[src/rtl/display_scan_ctrl.sv]
// Time-multiplexed 7-segment scan controller with frame-synchronous value updates.
// Optional build macro: LEADING_ZERO_BLANK_EN (dark leading zero digits).
module display_scan_ctrl #(
    parameter int NDIG     = 4,
    parameter int SCAN_DIV = 50000,
    parameter int DEAD_CYC = 8
) (
    input  logic              clk,
    input  logic              reset,
    input  logic              load,
    input  logic [4*NDIG-1:0] value,
    input  logic [NDIG-1:0]   dp_mask,
    input  logic [NDIG-1:0]   blank_mask,
    output logic [3:0]        num,
    output logic              dp,
    output logic [NDIG-1:0]   digit_en,
    output logic              pending,
    output logic              frame_done
);
    localparam int MAXC = (SCAN_DIV > DEAD_CYC) ? SCAN_DIV : DEAD_CYC;
    localparam int CW   = (MAXC > 1) ? $clog2(MAXC) : 1;
    localparam int IW   = $clog2(NDIG);

    typedef enum logic {DEAD, SHOW} state_t;

    typedef struct packed {
        logic [4*NDIG-1:0] val;
        logic [NDIG-1:0]   dpm;
        logic [NDIG-1:0]   blk;
    } word_t;

    state_t          state_q, state_d;
    logic [CW-1:0]   cnt_q, cnt_d;
    logic [IW-1:0]   idx_q, idx_d;
    word_t           stg_q, stg_d, sh_q, sh_d, in_w;
    logic            pend_q, pend_d;
    logic [3:0]      num_q, num_d;
    logic            dp_q, dp_d;
    logic [NDIG-1:0] en_q, en_d;
    logic            fd_q, boundary;
    logic [NDIG-1:0] lz, dark;

    assign in_w = '{val: value, dpm: dp_mask, blk: blank_mask};

`ifdef LEADING_ZERO_BLANK_EN
    // Suppress zero nibbles from the top digit down until a nonzero nibble or a dp.
    always_comb begin
        logic keep;
        lz   = '0;
        keep = 1'b1;
        for (int i = NDIG-1; i >= 1; i--) begin
            if (keep) begin
                if (sh_q.val[4*i +: 4] == 4'd0 && !sh_q.dpm[i]) lz[i] = 1'b1;
                else keep = 1'b0;
            end
        end
    end
`else
    assign lz = '0;
`endif

    assign dark = sh_q.blk | lz;

    // Sequencer: one counter shared by both states, cleared on each transition.
    always_comb begin
        state_d  = state_q;
        cnt_d    = cnt_q + 1'b1;
        idx_d    = idx_q;
        boundary = 1'b0;
        case (state_q)
            DEAD: begin
                if (cnt_q == CW'(DEAD_CYC-1)) begin
                    state_d = SHOW;
                    cnt_d   = '0;
                end
            end
            SHOW: begin
                if (cnt_q == CW'(SCAN_DIV-1)) begin
                    state_d = DEAD;
                    cnt_d   = '0;
                    if (idx_q == IW'(NDIG-1)) begin
                        idx_d    = '0;
                        boundary = 1'b1;
                    end else begin
                        idx_d = idx_q + 1'b1;
                    end
                end
            end
            default: begin
                state_d = DEAD;
                cnt_d   = '0;
            end
        endcase
    end

    // Shadow only moves at the frame boundary so a visible frame never tears.
    always_comb begin
        stg_d  = stg_q;
        sh_d   = sh_q;
        pend_d = pend_q;
        if (boundary) begin
            if (load) begin
                sh_d   = in_w;
                stg_d  = in_w;
                pend_d = 1'b0;
            end else if (pend_q) begin
                sh_d   = stg_q;
                pend_d = 1'b0;
            end
        end else if (load) begin
            stg_d  = in_w;
            pend_d = 1'b1;
        end
    end

    // Outputs are computed from next state so they line up with the state register.
    always_comb begin
        num_d = num_q;
        dp_d  = dp_q;
        en_d  = '0;
        if (state_d == SHOW) begin
            num_d = sh_q.val[{idx_d, 2'b00} +: 4];
            dp_d  = sh_q.dpm[idx_d];
            if (!dark[idx_d]) en_d = NDIG'(1) << idx_d;
        end
    end

    always_ff @(posedge clk or posedge reset) begin
        if (reset) begin
            state_q <= DEAD;
            cnt_q   <= '0;
            idx_q   <= '0;
            stg_q   <= '0;
            sh_q    <= '0;
            pend_q  <= 1'b0;
            num_q   <= 4'd0;
            dp_q    <= 1'b0;
            en_q    <= '0;
            fd_q    <= 1'b0;
        end else begin
            state_q <= state_d;
            cnt_q   <= cnt_d;
            idx_q   <= idx_d;
            stg_q   <= stg_d;
            sh_q    <= sh_d;
            pend_q  <= pend_d;
            num_q   <= num_d;
            dp_q    <= dp_d;
            en_q    <= en_d;
            fd_q    <= boundary;
        end
    end

    assign num        = num_q;
    assign dp         = dp_q;
    assign digit_en   = en_q;
    assign pending    = pend_q;
    assign frame_done = fd_q;
endmodule

[config.mk]
export PLATFORM = sky130hd
export DESIGN_NAME = display_scan_ctrl
export DESIGN_NICKNAME = d
export VERILOG_FILES = /design/src/rtl/display_scan_ctrl.sv
export SDC_FILE = /design/constraint.sdc
export NUM_CORES = 1
export LEC_CHECK = 0
export BUFFER_PORTS_ARGS = -buffer_cell sky130_fd_sc_hd__clkbuf_2
export CAP_MARGIN = 20
export CELL_PAD_IN_SITES_DETAIL_PLACEMENT = 0
export CELL_PAD_IN_SITES_GLOBAL_PLACEMENT = 1
export CORE_MARGIN = 4
export CORE_UTILIZATION = 45
export CTS_CLUSTER_SIZE = 16
export DETAILED_ROUTE_END_ITERATION = 16
export GPL_TIMING_DRIVEN = 1
export HOLD_SLACK_MARGIN = 0.15
export MAX_ROUTING_LAYER = met4
export PLACE_DENSITY_LB_ADDON = 0.1
export REMOVE_ABC_BUFFERS = 1
export SYNTH_ARGS = -nofsm -noshare
export SYNTH_HDL_FRONTEND = slang
export SYNTH_SLANG_ARGS = --single-unit
[constraint.sdc]
create_clock -name clk -period 2.69 [get_ports clk]
set_input_delay 0 -clock clk [delete_from_list [all_inputs] [get_ports clk]]
set_output_delay 0 -clock clk [all_outputs]
set_load 0.01 [all_outputs]
Word-level counts from Yosys, hierarchy flattened. Cells that the tools add are included.

Register bits after elaboration: 78. Latch bits: 0. Memory bits (writable): 0. Bits in read-only memories: 0. Word-level logic and storage cells: 48. Memories kept: 0.

Add/subtract/negate cells: 2. Multipliers: 0. Div/mod/pow operators: 0. $lt $le $gt $ge: 1. Equal/unequal tests: 3. Shifts and indexed selects: 2. Multiplexer cells: 22. Bitwise operators: 1. Reduce and logical (&&, ||, !) cells: 3.

Operators by type and width (number): two-way mux 24 bit (2); two-way mux 16 bit (2); case mux 16 bit (2 select lines) (1); adder 16 x 1 -> 16 bit, second input constant (1); == test 16 bit, second input constant (1); == test 16 x 3 -> 1 bit, second input constant (1); variable part select 16 x 5 -> 4 bit (1); two-way mux 1 bit (9); two-way mux 4 bit (2); two-way mux 2 bit (3); binary-select mux 1 bit (select 2 bit) (2); nonzero test 2 bit (2); << shifter 1 x 2 -> 4 bit, first input constant (1); < comparator 2 x 3 -> 1 bit, second input constant (1); adder 2 x 1 -> 2 bit, second input constant (1); == test 2 bit, second input constant (1); case mux 1 bit (2 select lines) (1); AND reduction 2 bit (1); inverter 1 bit (1).

Logic depth before layout (Yosys ltp). Gate-level depths: netlist of the first run.

Depth in word-level cells: 8. Depth in mapped cells: 7. Mapped depth without buffers: 6.

Least setup slack after synthesis of the first run. No wires, ideal clock.

Path kind: register to register. Start point: register cnt_q[4]. End point: register num_q[1], in the netlist num[1]. Arrival time: 2257 ps. Required time: 2557 ps. Slack: 300 ps. Cell stages (with the launch flop): 6. Clock period less this slack: 2390 ps. Cell sequence: dfrtp_1 or4_4 nor4_4 mux2_2 a222oi_1 a31oi_1.

Cells in the longest elaborated chain, start to end: 4.

RTL lines: start: declaration (line 33) `logic [CW-1:0] cnt_q, cnt_d;`; start signal: assignment (line 142) `cnt_q <= cnt_d;`; == test 16 bit (line 78) `if (cnt_q == CW'(SCAN_DIV-1)) begin`; two-way mux 2 bit (line 78); two-way mux 2 bit (line 70) `case (state_q)`; variable part select 16 x 5 -> 4 bit (line 122) `num_d = sh_q.val[{idx_d, 2'b00} +: 4];`; end signal: assignment (line 147) `num_q <= num_d;`; end: declaration (line 37) `logic [3:0] num_q, num_d;`.

Several ways; a longest one is shown, not always the timed one. A chain may end at the register's enable or synchronous reset.

Worst setup path after layout of the first run.
Start point: register cnt_q[4]. End point: register num_q[3], in the netlist num[3].

Same word-level chain as after synthesis.

==> out/metrics.yaml, run 1 <==
finish:
  fin_area_mm2: 0.00410
  synthToLayoutAreaGrowth_pct: 25.2
  nets: 353
  diodes: 0
  drive_gt1_share_pct: 36.2
grt:
  grt_max_degree: 50
  grt_usage_pct: 17.1
  gr-total-overflow: 0
  antenna_found_initial: 0
  grt_pass1_wl_um: 11200
  grt_pass1_vias: 2185
timing:
  setup-violations-final: 0
  hold_violations: 0
  rsz0062_at_grt: "false"
  tightest_slew_ns: 0.640
  fin_skew_ns: 0.00985
  post-route-min-period_ns: 2.51
  setup-tns-final_ns: 0
  finalMaxSlewViolations: 0
  max_freq_mhz: 398
  slew_headroom_pct: 57.3
  period_share_pct: 93.3
power:
  internal-power_mw: 1.80
  p_sw_share_pct: 21.5
  power.switching_uw: 493
  power_frac_comb_pct: 5.7
  leakagePower_nw: 1.95
  pwr-share-clk_pct: 41.3
  power.density_mw_per_mm2: 560
  pwr-share-seq_pct: 52.9
  irDropWorstVdd_mv: 0.402
yosys:
  ys_seq_area_share_pct: 59.5
  ys_types: 37
  synth-edff-count: 0
  synth_top_area_cell: "dfrtp_1"
  ys.flop_type: "dfrtp_1"
  synth_area_leaders: "dfrtp_1 60%, mux2_2 18%, xor2_1 2.4%, nor2_1 2.1%, nand3_1 1.5%"
  yosysWarnings: 0
  ys_seq_elements: 78
  synth_common_cells: "78 x dfrtp_1, 52 x mux2_2, 18 x nor2_1"
  syn_area_mm2: 0.00328
  synthCells: 247
  avgSynthCellArea_um2: 13.3
  synthArstFlopShare_pct: 100
  netlist.area_leader.share_pct: 59.5
  synthMostInstantiatedCell: "dfrtp_1"
detailed_routing:
  ant_nets: 0
  drc: 0
  first_iter_violations: 110
  vias: 2178
  drt-pass1-iter-count: 5
  avgViaCountPerCell: 5.12
  drt-total-wl_um: 6550
  routedWlPerCell_um: 15.4
die:
  boundaryPins: 38
  row_count: 30
  die_height_um: 93.4
  coreArea_mm2: 0.00694
  initial_utilization_pct: 47.2
  die_x_um: 93.4
  die-area_mm2: 0.00871
placed_design:
  gp_congestion: 0.840
  dpl.hpwl_um: 4420
  dpl_cell_area_mm2: 0.00363
  port_buffers: 37
cts:
  cts_resized: 0
  cts_buffers: 9
  htree_num_levels: 3
  root_buffer: "clkbuf_8"
  clock-sinks: 78
  clkLatencyLatePin_ns: 0.35
  clk_pin_slew_ns: 0.08
  post-cts-setup-buffers: 0
  cts_tree: "done"
  cts_hold_buf: 26
  cts.path.max_buffers: 2
critical_path:
  max_stage_delay_ns: 0.57
  crit_path_max_fanout: 6
  slowest_stage: "or4_4"
  critical_path.endpoint_type: "flip-flop"
  arrival_ns: 2.73
  required_ns: 2.91
  start_kind: "flip-flop"
  crit_type: "reg2reg"
  crit_path_cell_trace: "or4_4, nor4_4, mux2_2, a222oi_1, a31oi_1"
hold_path:
  holdCritPathClass: "in2async"
run:
  max_cap_viol_count: 0
status:
  outcome: "finished, final reports clean"
worst paths after layout:
kind,startpoint,to,cells past startpoint,slack (ns)
setup / recovery,cnt_q[4],num[3],5,0.18
max in group asynchronous,reset,num[2],4,1.74
setup reg to reg,cnt_q[4],num[3],5,0.18
min in group clk,value[4],stg_q[12],3,0.43
hold reg to reg,dark[2],digit_en[2],1,0.44
hold / removal,reset,idx_q[1],3,0.27
power groups by stage:
stage / registers, mW / logic, mW / clock network (mW)
2_1_floorplan: 1.24 / 0.0616 / 0
3_3_place_gp: 1.24 / 0.105 / 0
3_5_place_dp: 1.24 / 0.107 / 0
4_1_cts: 1.22 / 0.136 / 0.967
5_1_grt: 1.22 / 0.151 / 1.02
6_report: 1.22 / 0.132 / 0.948
registers in the layout, summed over array words and instances (netlist names):
signal,cells
dp,1
dark,4
sh_q,20
stg_q,24
digit_en,4
frame_done,1
cnt_q,16
idx_q,2
pending,1
state_q,1
num,4
layer usage:
metal	track usage [%]	vias to the layer above	share of wire, %
met5	-	-	0
met4	7.33	0	1.7
met3	2.98	12	3.9
met2	24.8	54	46
met1	23.9	1069	48
li1	-	1043	-
area by class of cell:
| cell class | instances | area, um2 |
|---|---|---|
| clock buffers | 10 | 128 |
| clock inverters | 6 | 86.3 |
| fillers | 590 | 2840 |
| inverters | 3 | 11.3 |
| multi-input cells | 159 | 1270 |
| flip-flops and latches | 78 | 1950 |
| well taps | 96 | 120 |
| repair buffers | 73 | 533 |
cell families (layout without fill, tap and decap cells):
kind of cell | after synthesis | in the layout | share of synthesized area (%)
AOI/OAI and AO/OA | 17 | 17 | 3.93
and+or+nand+nor | 71 | 71 | 11.6
DFF | 78 | 78 | 59.5
buffers and inverters | 10 | 92 | 1.64
xor gates and xnor gates | 14 | 14 | 3.74
muxes | 55 | 55 | 18.8
adders and majority gates | 2 | 2 | 0.763
worst max-delay path: cells and delay by family, from the launching register on:
family,cells,cell delay [ns]
flops,1,0.43
mux,1,0.46
simple gates,2,1.00
compound gates,2,0.49
layout by cell type, fill, tap and decap left out, types with 2 or more instances in the layout:
master         count
a222oi_1           4
a31oi_1            5
and3_1             5
buf_4              9
bufinv_16          2
clkbuf_2          37
clkbuf_8           9
clkinv_2           2
dfrtp_1           78
dlygate4sd3_1     26
ha_1               2
inv_1              2
mux2_2            52
mux2i_1            3
nand2_1           11
nand3_1           10
nand4_1            3
nor2_1            18
nor3_1             9
nor3b_1            2
nor4_1             3
nor4b_1            2
o21ai_0            2
xnor2_1            5
xor2_1             9
through the flow:
stage	utilization (%)	setup slack [ns]	hold slack [ns]	total power, mW	instances
2_1_floorplan	-	0.300	0.144	1.30	240
3_3_place_gp	52.3	0.253	0.114	1.34	383
3_5_place_dp	52.3	0.206	0.121	1.35	383
4_1_cts	59.1	0.175	0.287	2.32	425
5_1_grt	59.1	0.0411	0.342	2.39	425
6_report	59.1	0.180	0.271	2.30	425
No activity file was read; power rests on OpenSTA's default activity.
==> inputs of run 2 (changes only) <==
--- a/config.mk
+++ b/config.mk
@@ -5,7 +5,7 @@
 export SDC_FILE = /design/constraint.sdc
 export NUM_CORES = 1
 export LEC_CHECK = 0
-export BUFFER_PORTS_ARGS = -buffer_cell sky130_fd_sc_hd__clkbuf_2
+export BUFFER_PORTS_ARGS = -buffer_cell sky130_fd_sc_hd__buf_2
 export CAP_MARGIN = 20
 export CELL_PAD_IN_SITES_DETAIL_PLACEMENT = 0
 export CELL_PAD_IN_SITES_GLOBAL_PLACEMENT = 1
@@ -17,7 +17,7 @@
 export HOLD_SLACK_MARGIN = 0.15
 export MAX_ROUTING_LAYER = met4
 export PLACE_DENSITY_LB_ADDON = 0.1
-export REMOVE_ABC_BUFFERS = 1
+export RECOVER_POWER = 50
 export SYNTH_ARGS = -nofsm -noshare
 export SYNTH_HDL_FRONTEND = slang
 export SYNTH_SLANG_ARGS = --single-unit
==> run 2 against run 1 <==
Effect of this change:
- first-iteration DRC count decreased by 52%
- worst setup slack worse by 0.032 ns
- critical endpoint unchanged
- critical path type unchanged
- critical path depth unchanged
- clock skew is essentially flat
- via count down 0.69%
- register-to-register slack got worse by 0.03 ns
- die area stayed put
- total power grew 0.43%
- highest routed layer unchanged
- routed wire length is 1.9% lower
==> out/metrics.yaml, run 2 (same netlist as run 1, synthesis figures left out) <==
power:
  p_sw_share_pct: 21.7  # was 21.5%
  pwr-share-seq_pct: 52.7  # was 52.9%
  power_frac_comb_pct: 5.4  # was 5.7%
  power.density_mw_per_mm2: 571  # was 560 mW/mm2
  irDropWorstVdd_mv: 0.484  # was 0.402 mV
  internal-power_mw: 1.80  # about the same
  power.switching_uw: 501  # was 493 uW
  leakagePower_nw: 1.87  # was 1.95 nW
  pwr-share-clk_pct: 42.0  # was 41.3%
detailed_routing:
  drc: 0  # unchanged
  ant_nets: 0  # unchanged
  first_iter_violations: 53  # was 110
  avgViaCountPerCell: 5.15  # was 5.12
  routedWlPerCell_um: 15.3  # was 15.4 um
  drt-pass1-iter-count: 5  # unchanged
  drt-total-wl_um: 6420  # was 6550 um
  vias: 2163  # was 2178
timing:
  tightest_slew_ns: 1.31  # was 0.640 ns
  setup-violations-final: 0  # unchanged
  period_share_pct: 94.5  # was 93.3%
  post-route-min-period_ns: 2.54  # was 2.51 ns
  rsz0062_at_grt: "false"  # unchanged
  hold_violations: 0  # unchanged
  setup-tns-final_ns: 0  # unchanged
  fin_skew_ns: 0.0100  # was 0.00985 ns
  slew_headroom_pct: 12.5  # was 57.3%
  finalMaxSlewViolations: 0  # unchanged
  max_freq_mhz: 393  # was 398 MHz
die:
  die_height_um: 93.4  # unchanged
  initial_utilization_pct: 47.2  # unchanged
  boundaryPins: 38  # unchanged
  die-area_mm2: 0.00871  # unchanged
  row_count: 30  # unchanged
  die_x_um: 93.4  # unchanged
  coreArea_mm2: 0.00694  # unchanged
finish:
  final_common_cell: "dfrtp_1"  # unchanged
  synthToLayoutAreaGrowth_pct: 23.2  # was 25.2%
  diodes: 0  # unchanged
  nets: 348  # was 353
  largest_register_ffs: 24  # unchanged
  drive_gt1_share_pct: 30.9  # was 36.2%
  fin_util_pct: 58.2  # was 59.1%
  largest_register: "stg_q"  # unchanged
  largestRegisters: "stg_q (24), sh_q (20), cnt_q (16)"  # unchanged
  mostFrequentLayoutCells: "78 x dfrtp_1, 49 x mux2_2, 27 x buf_2"  # was 78 x dfrtp_1, 52 x mux2_2, 37 x clkbuf_2
placed_design:
  gp_congestion: 0.791  # was 0.840
  dpl.hpwl_um: 4340  # was 4420 um
  port_buffers: 37  # unchanged
critical_path:
  arrival_ns: 2.77  # was 2.73 ns
  start_kind: "flip-flop"  # unchanged
  critical_path.endpoint_type: "flip-flop"  # unchanged
  crit_path_max_fanout: 7  # was 6
  crit_type: "reg2reg"  # unchanged
  required_ns: 2.91  # about the same
grt:
  grtUsageMet2_pct: 26.3  # was 24.8%
  antenna_found_initial: 0  # unchanged
  grt_util_met1_pct: 21.7  # was 23.9%
  use_met3_pct: 2.98  # unchanged
  grt.busiest_layer: "met2"  # unchanged
  grt_usage_pct: 17.0  # was 17.1%
  gr-total-overflow: 0  # unchanged
  grt_pass1_vias: 2276  # was 2185
  grt_pass1_wl_um: 11000  # was 11200 um
  grt_max_degree: 45  # was 50
cts:
  clock-sinks: 78  # unchanged
  clkLatencyLatePin_ns: 0.35  # about the same
  root_buffer: "clkbuf_8"  # unchanged
  post-cts-setup-buffers: 0  # unchanged
  cts.path.max_buffers: 2  # unchanged
  cts_buffers: 9  # unchanged
  clk_pin_slew_ns: 0.08  # about the same
  htree_num_levels: 3  # unchanged
  cts_tree: "done"  # unchanged
run:
  max_cap_viol_count: 0  # unchanged
yosys:
  syn-num-nets: 276
hold_path:
  holdCritPathClass: "in2reg"  # was in2async
status:
  outcome: "finished, final reports clean"  # unchanged
## run 2: changes by cell type in the layout (fill, tap and decap cells not counted), moves of 2 or more
cell	delta
clkbuf_1	+11
buf_2	+27
clkbuf_2	-37
clkinv_2	-2
mux2_1	+3
inv_6	+2
buf_4	-4
mux2_2	-3
## run 2: repair_timing
action | CTS | global route
endpoints found under the hold margin | 82 | 0
hold buffers | 25 | 0
resized for setup | 0 | 0
## run 2: worst max-delay path, cell delays in order (launching register included)
cell and delay, ns:
dfrtp_1 0.43, or4_4 0.57, nor4_4 0.45, mux2_2 0.46
a222oi_1 0.38, a31oi_1 0.13
## run 2: path summary, 6_finish.rpt
| path | to | start | depth (start not counted) | slack [ns] |
|---|---|---|---|---|
| min in group asynchronous | stg_q[19] | reset | 3 | 0.56 |
| min | pending | load | 3 | 0.20 |
| max in group asynchronous | num[1] | reset | 4 | 0.52 |
| min reg2reg | digit_en[1] | dark[1] | 1 | 0.44 |
| max reg2reg | num[3] | cnt_q[4] | 5 | 0.15 |
| max | num[3] | cnt_q[4] | 5 | 0.15 |
## run 2: layout make-up
type                       count  area [um2]
timing repair buffer          68         464
inverter                       3        11.3
multi-input combinational    159        1270
tap                           96         120
sequential                    78        1950
clock buffer                  10         128
fill                         576        2900
clock inverter                 6        92.6
## run 2: power by group through the flow
stage	Combinational [mW]	Clock [mW]	Sequential [mW]
floorplan	0.0676	0	1.24
global placement	0.104	0	1.24
detailed placement	0.105	0	1.24
CTS	0.132	0.989	1.22
global route	0.141	1.04	1.22
finish	0.124	0.967	1.21
## run 2: layer usage
metal / routed length (um) / part of all wire (%)
met5: 0 / 0
met4: 119 / 1.9
met3: 233 / 3.6
met2: 3100 / 48
met1: 2970 / 46
## run 2: metrics by stage
step / cell area, um2 / power [mW] / cells / worst slack, ns / hold slack [ns]
CTS: 4070 / 2.34 / 420 / 0.153 / 0.221
finish: 4040 / 2.31 / 420 / 0.148 / 0.203
detailed placement: 3600 / 1.34 / 379 / 0.184 / 0.182
floorplan: 3280 / 1.30 / 247 / 0.300 / 0.165
global route: 4040 / 2.40 / 420 / 0.0339 / 0.263
global placement: 3600 / 1.34 / 379 / 0.236 / 0.176
==> inputs of run 3 (changes only) <==
==> constraint.sdc (replaced) <==
create_clock -name clk -period 3.1 [get_ports clk]
set_input_delay 0 -clock clk [delete_from_list [all_inputs] [get_ports clk]]
set_output_delay 0 -clock clk [all_outputs]
set_load 0.01 [all_outputs]
==> run 3 against run 2 <==
Effect of this change:
- the flow now finishes with violations (max-capacitance violations)
- cell count is 0.48% lower
- sequential power is 13% lower
- design area is 0.40% lower
- worst setup slack better by 0.35 ns
- via count hardly changed
- first-iteration DRC count is 110% higher
- clock skew is 0.00075 ns higher
- core utilization is 0.23 points lower
- worst hold slack better by 0.029 ns
- largest power group unchanged
==> out/metrics.yaml, run 3 (same netlist as run 1, synthesis figures left out) <==
critical_path:
  crit_path_cell_trace: "or4_4, nor4_4, mux2_2, a22o_1, nor4b_1"  # was or4_4, nor4_4, mux2_2, a222oi_1, a31oi_1
  r2r_slack_ns: 0.50  # was 0.15 ns
  path_delay_family: "simple AND/OR/NAND/NOR gates"  # unchanged
  arrival_ns: 2.83  # was 2.77 ns
  critical_path.endpoint_type: "flip-flop"  # unchanged
  crit_path_max_fanout: 9  # was 7
  crit_buf_inv: 0  # unchanged
  crit_type: "reg2reg"  # unchanged
  slowest_stage: "or4_4"  # unchanged
  start_kind: "flip-flop"  # unchanged
  max_stage_delay_ns: 0.56  # was 0.57 ns
  required_ns: 3.33  # was 2.91 ns
placed_design:
  gp_congestion: 0.843  # was 0.791
  port_buffers: 37  # unchanged
  dpl.hpwl_um: 4360  # was 4340 um
finish:
  n_fill_cell: 636  # was 576
  nets: 347  # was 348
  largest_register_ffs: 24  # unchanged
  mostFrequentLayoutCells: "78 x dfrtp_1, 46 x mux2_2, 26 x buf_2"  # was 78 x dfrtp_1, 49 x mux2_2, 27 x buf_2
  fin_util_pct: 57.9  # was 58.2%
  synthToLayoutAreaGrowth_pct: 22.7  # was 23.2%
  drive_gt1_share_pct: 29.5  # was 30.9%
  final_common_cell: "dfrtp_1"  # unchanged
  diodes: 0  # unchanged
  largestRegisters: "stg_q (24), sh_q (20), cnt_q (16)"  # unchanged
  largest_register: "stg_q"  # unchanged
die:
  die-area_mm2: 0.00871  # unchanged
  coreArea_mm2: 0.00694  # unchanged
  row_count: 30  # unchanged
  initial_utilization_pct: 47.2  # unchanged
  die_x_um: 93.4  # unchanged
  boundaryPins: 38  # unchanged
  die_height_um: 93.4  # unchanged
timing:
  setup-tns-final_ns: 0  # unchanged
  hold_violations: 0  # unchanged
  slew_headroom_pct: 1.07  # was 12.5%
  rsz0062_at_grt: "false"  # unchanged
  post-route-min-period_ns: 2.60  # was 2.54 ns
  tightest_slew_ns: 1.48  # was 1.31 ns
  finalMaxSlewViolations: 0  # unchanged
  max_freq_mhz: 384  # was 393 MHz
  fin_skew_ns: 0.0108  # was 0.0100 ns
  setup-violations-final: 0  # unchanged
  period_share_pct: 83.9  # was 94.5%
cts:
  cts_buffers: 9  # unchanged
  clock-sinks: 78  # unchanged
  cts.path.max_buffers: 2  # unchanged
  root_buffer: "clkbuf_8"  # unchanged
  clkLatencyLatePin_ns: 0.35  # about the same
  cts_tree: "done"  # unchanged
  post-cts-setup-buffers: 0  # unchanged
  clk_pin_slew_ns: 0.08  # about the same
  cts_resized: 0  # unchanged
  htree_num_levels: 3  # unchanged
detailed_routing:
  avgViaCountPerCell: 5.17  # was 5.15
  drt-pass1-iter-count: 4  # was 5
  first_iter_violations: 111  # was 53
  drc: 0  # unchanged
  vias: 2162  # was 2163
  drt-total-wl_um: 6370  # was 6420 um
  routedWlPerCell_um: 15.2  # was 15.3 um
  ant_nets: 0  # unchanged
power:
  power.density_mw_per_mm2: 491  # was 571 mW/mm2
  leakagePower_nw: 1.86  # was 1.87 nW
  irDropWorstVdd_mv: 0.321  # was 0.484 mV
yosys:
  syn-num-nets: 276  # unchanged
status:
  outcome: "finished with violations"  # was finished, final reports clean
  failed_checks: "max-capacitance violations"
grt:
  grt_max_degree: 41  # was 45
  antenna_found_initial: 0  # unchanged
  grt_pass1_wl_um: 11100  # was 11000 um
  grt_pass1_vias: 2294  # was 2276
  gr-total-overflow: 0  # unchanged
  grt_usage_pct: 17.1  # was 17.0%
hold_path:
  holdCritPathClass: "in2reg"  # unchanged
run:
  max_cap_viol_count: 1  # was 0
## run 3: cell count changes in the layout (fill, tap and decap cells not counted)
cell      delta
inv_6        -1
buf_2        -1
buf_4        -1
clkbuf_2     +1
mux2_1       +3
mux2_2       -3
## run 3: final timing paths
check | startpoint | to | depth (start not counted)
setup / recovery | cnt_q[4] | digit_en[2] | 5
hold / removal | load | pending | 3
setup reg to reg | cnt_q[4] | digit_en[2] | 5
hold reg to reg | dark[2] | digit_en[2] | 1
max in group asynchronous | reset | stg_q[16] | 4
min in group asynchronous | reset | stg_q[2] | 3
## run 3: timing repair
action | in CTS | in global routing
hold buffers | 25 | 0
endpoints found under the setup margin | 0 | 0
hold endpoints to repair | 87 | 0
## run 3: cell type report
class                   count  area, um2  area share [%]
repair buffers             67        457            11.3
well taps                  96        120            2.99
multi-input cells         159       1270            31.6
inverters                   3       11.3           0.280
clock buffers              10        128            3.17
flip-flops and latches     78       1950            48.5
clock inverters             5       83.8            2.08
## run 3: report_power, final
part	switching [mW]	leakage [nW]	internal, mW	total (mW)
Clock	0.362	0.0990	0.452	0.813
Sequential	0.00669	1.01	1.05	1.05
Combinational	0.0487	0.759	0.0588	0.108
## run 3: stage by stage
stage,hold WS (ns),setup slack (ns),power [mW],instances,area [um2]
6_report,0.232,0.498,1.98,418,4020
5_1_grt,0.255,0.311,2.07,418,4020
4_1_cts,0.202,0.465,2.02,418,4050
3_5_place_dp,0.235,0.493,1.17,378,3590
3_3_place_gp,0.241,0.542,1.16,378,3590
2_1_floorplan,0.165,0.710,1.13,247,3280
## run 3: routing by layer
metal  part of all wire [%]  track usage, %
met5                      0               -
met4                    1.7            6.47
met3                    3.3            4.99
met2                     50            26.2
met1                     45            21.6
## run 3: worst min-delay path, stage by stage
cell and delay (ns):
buf_2 0.31, nor2_1 0.17, nor2_1 0.05
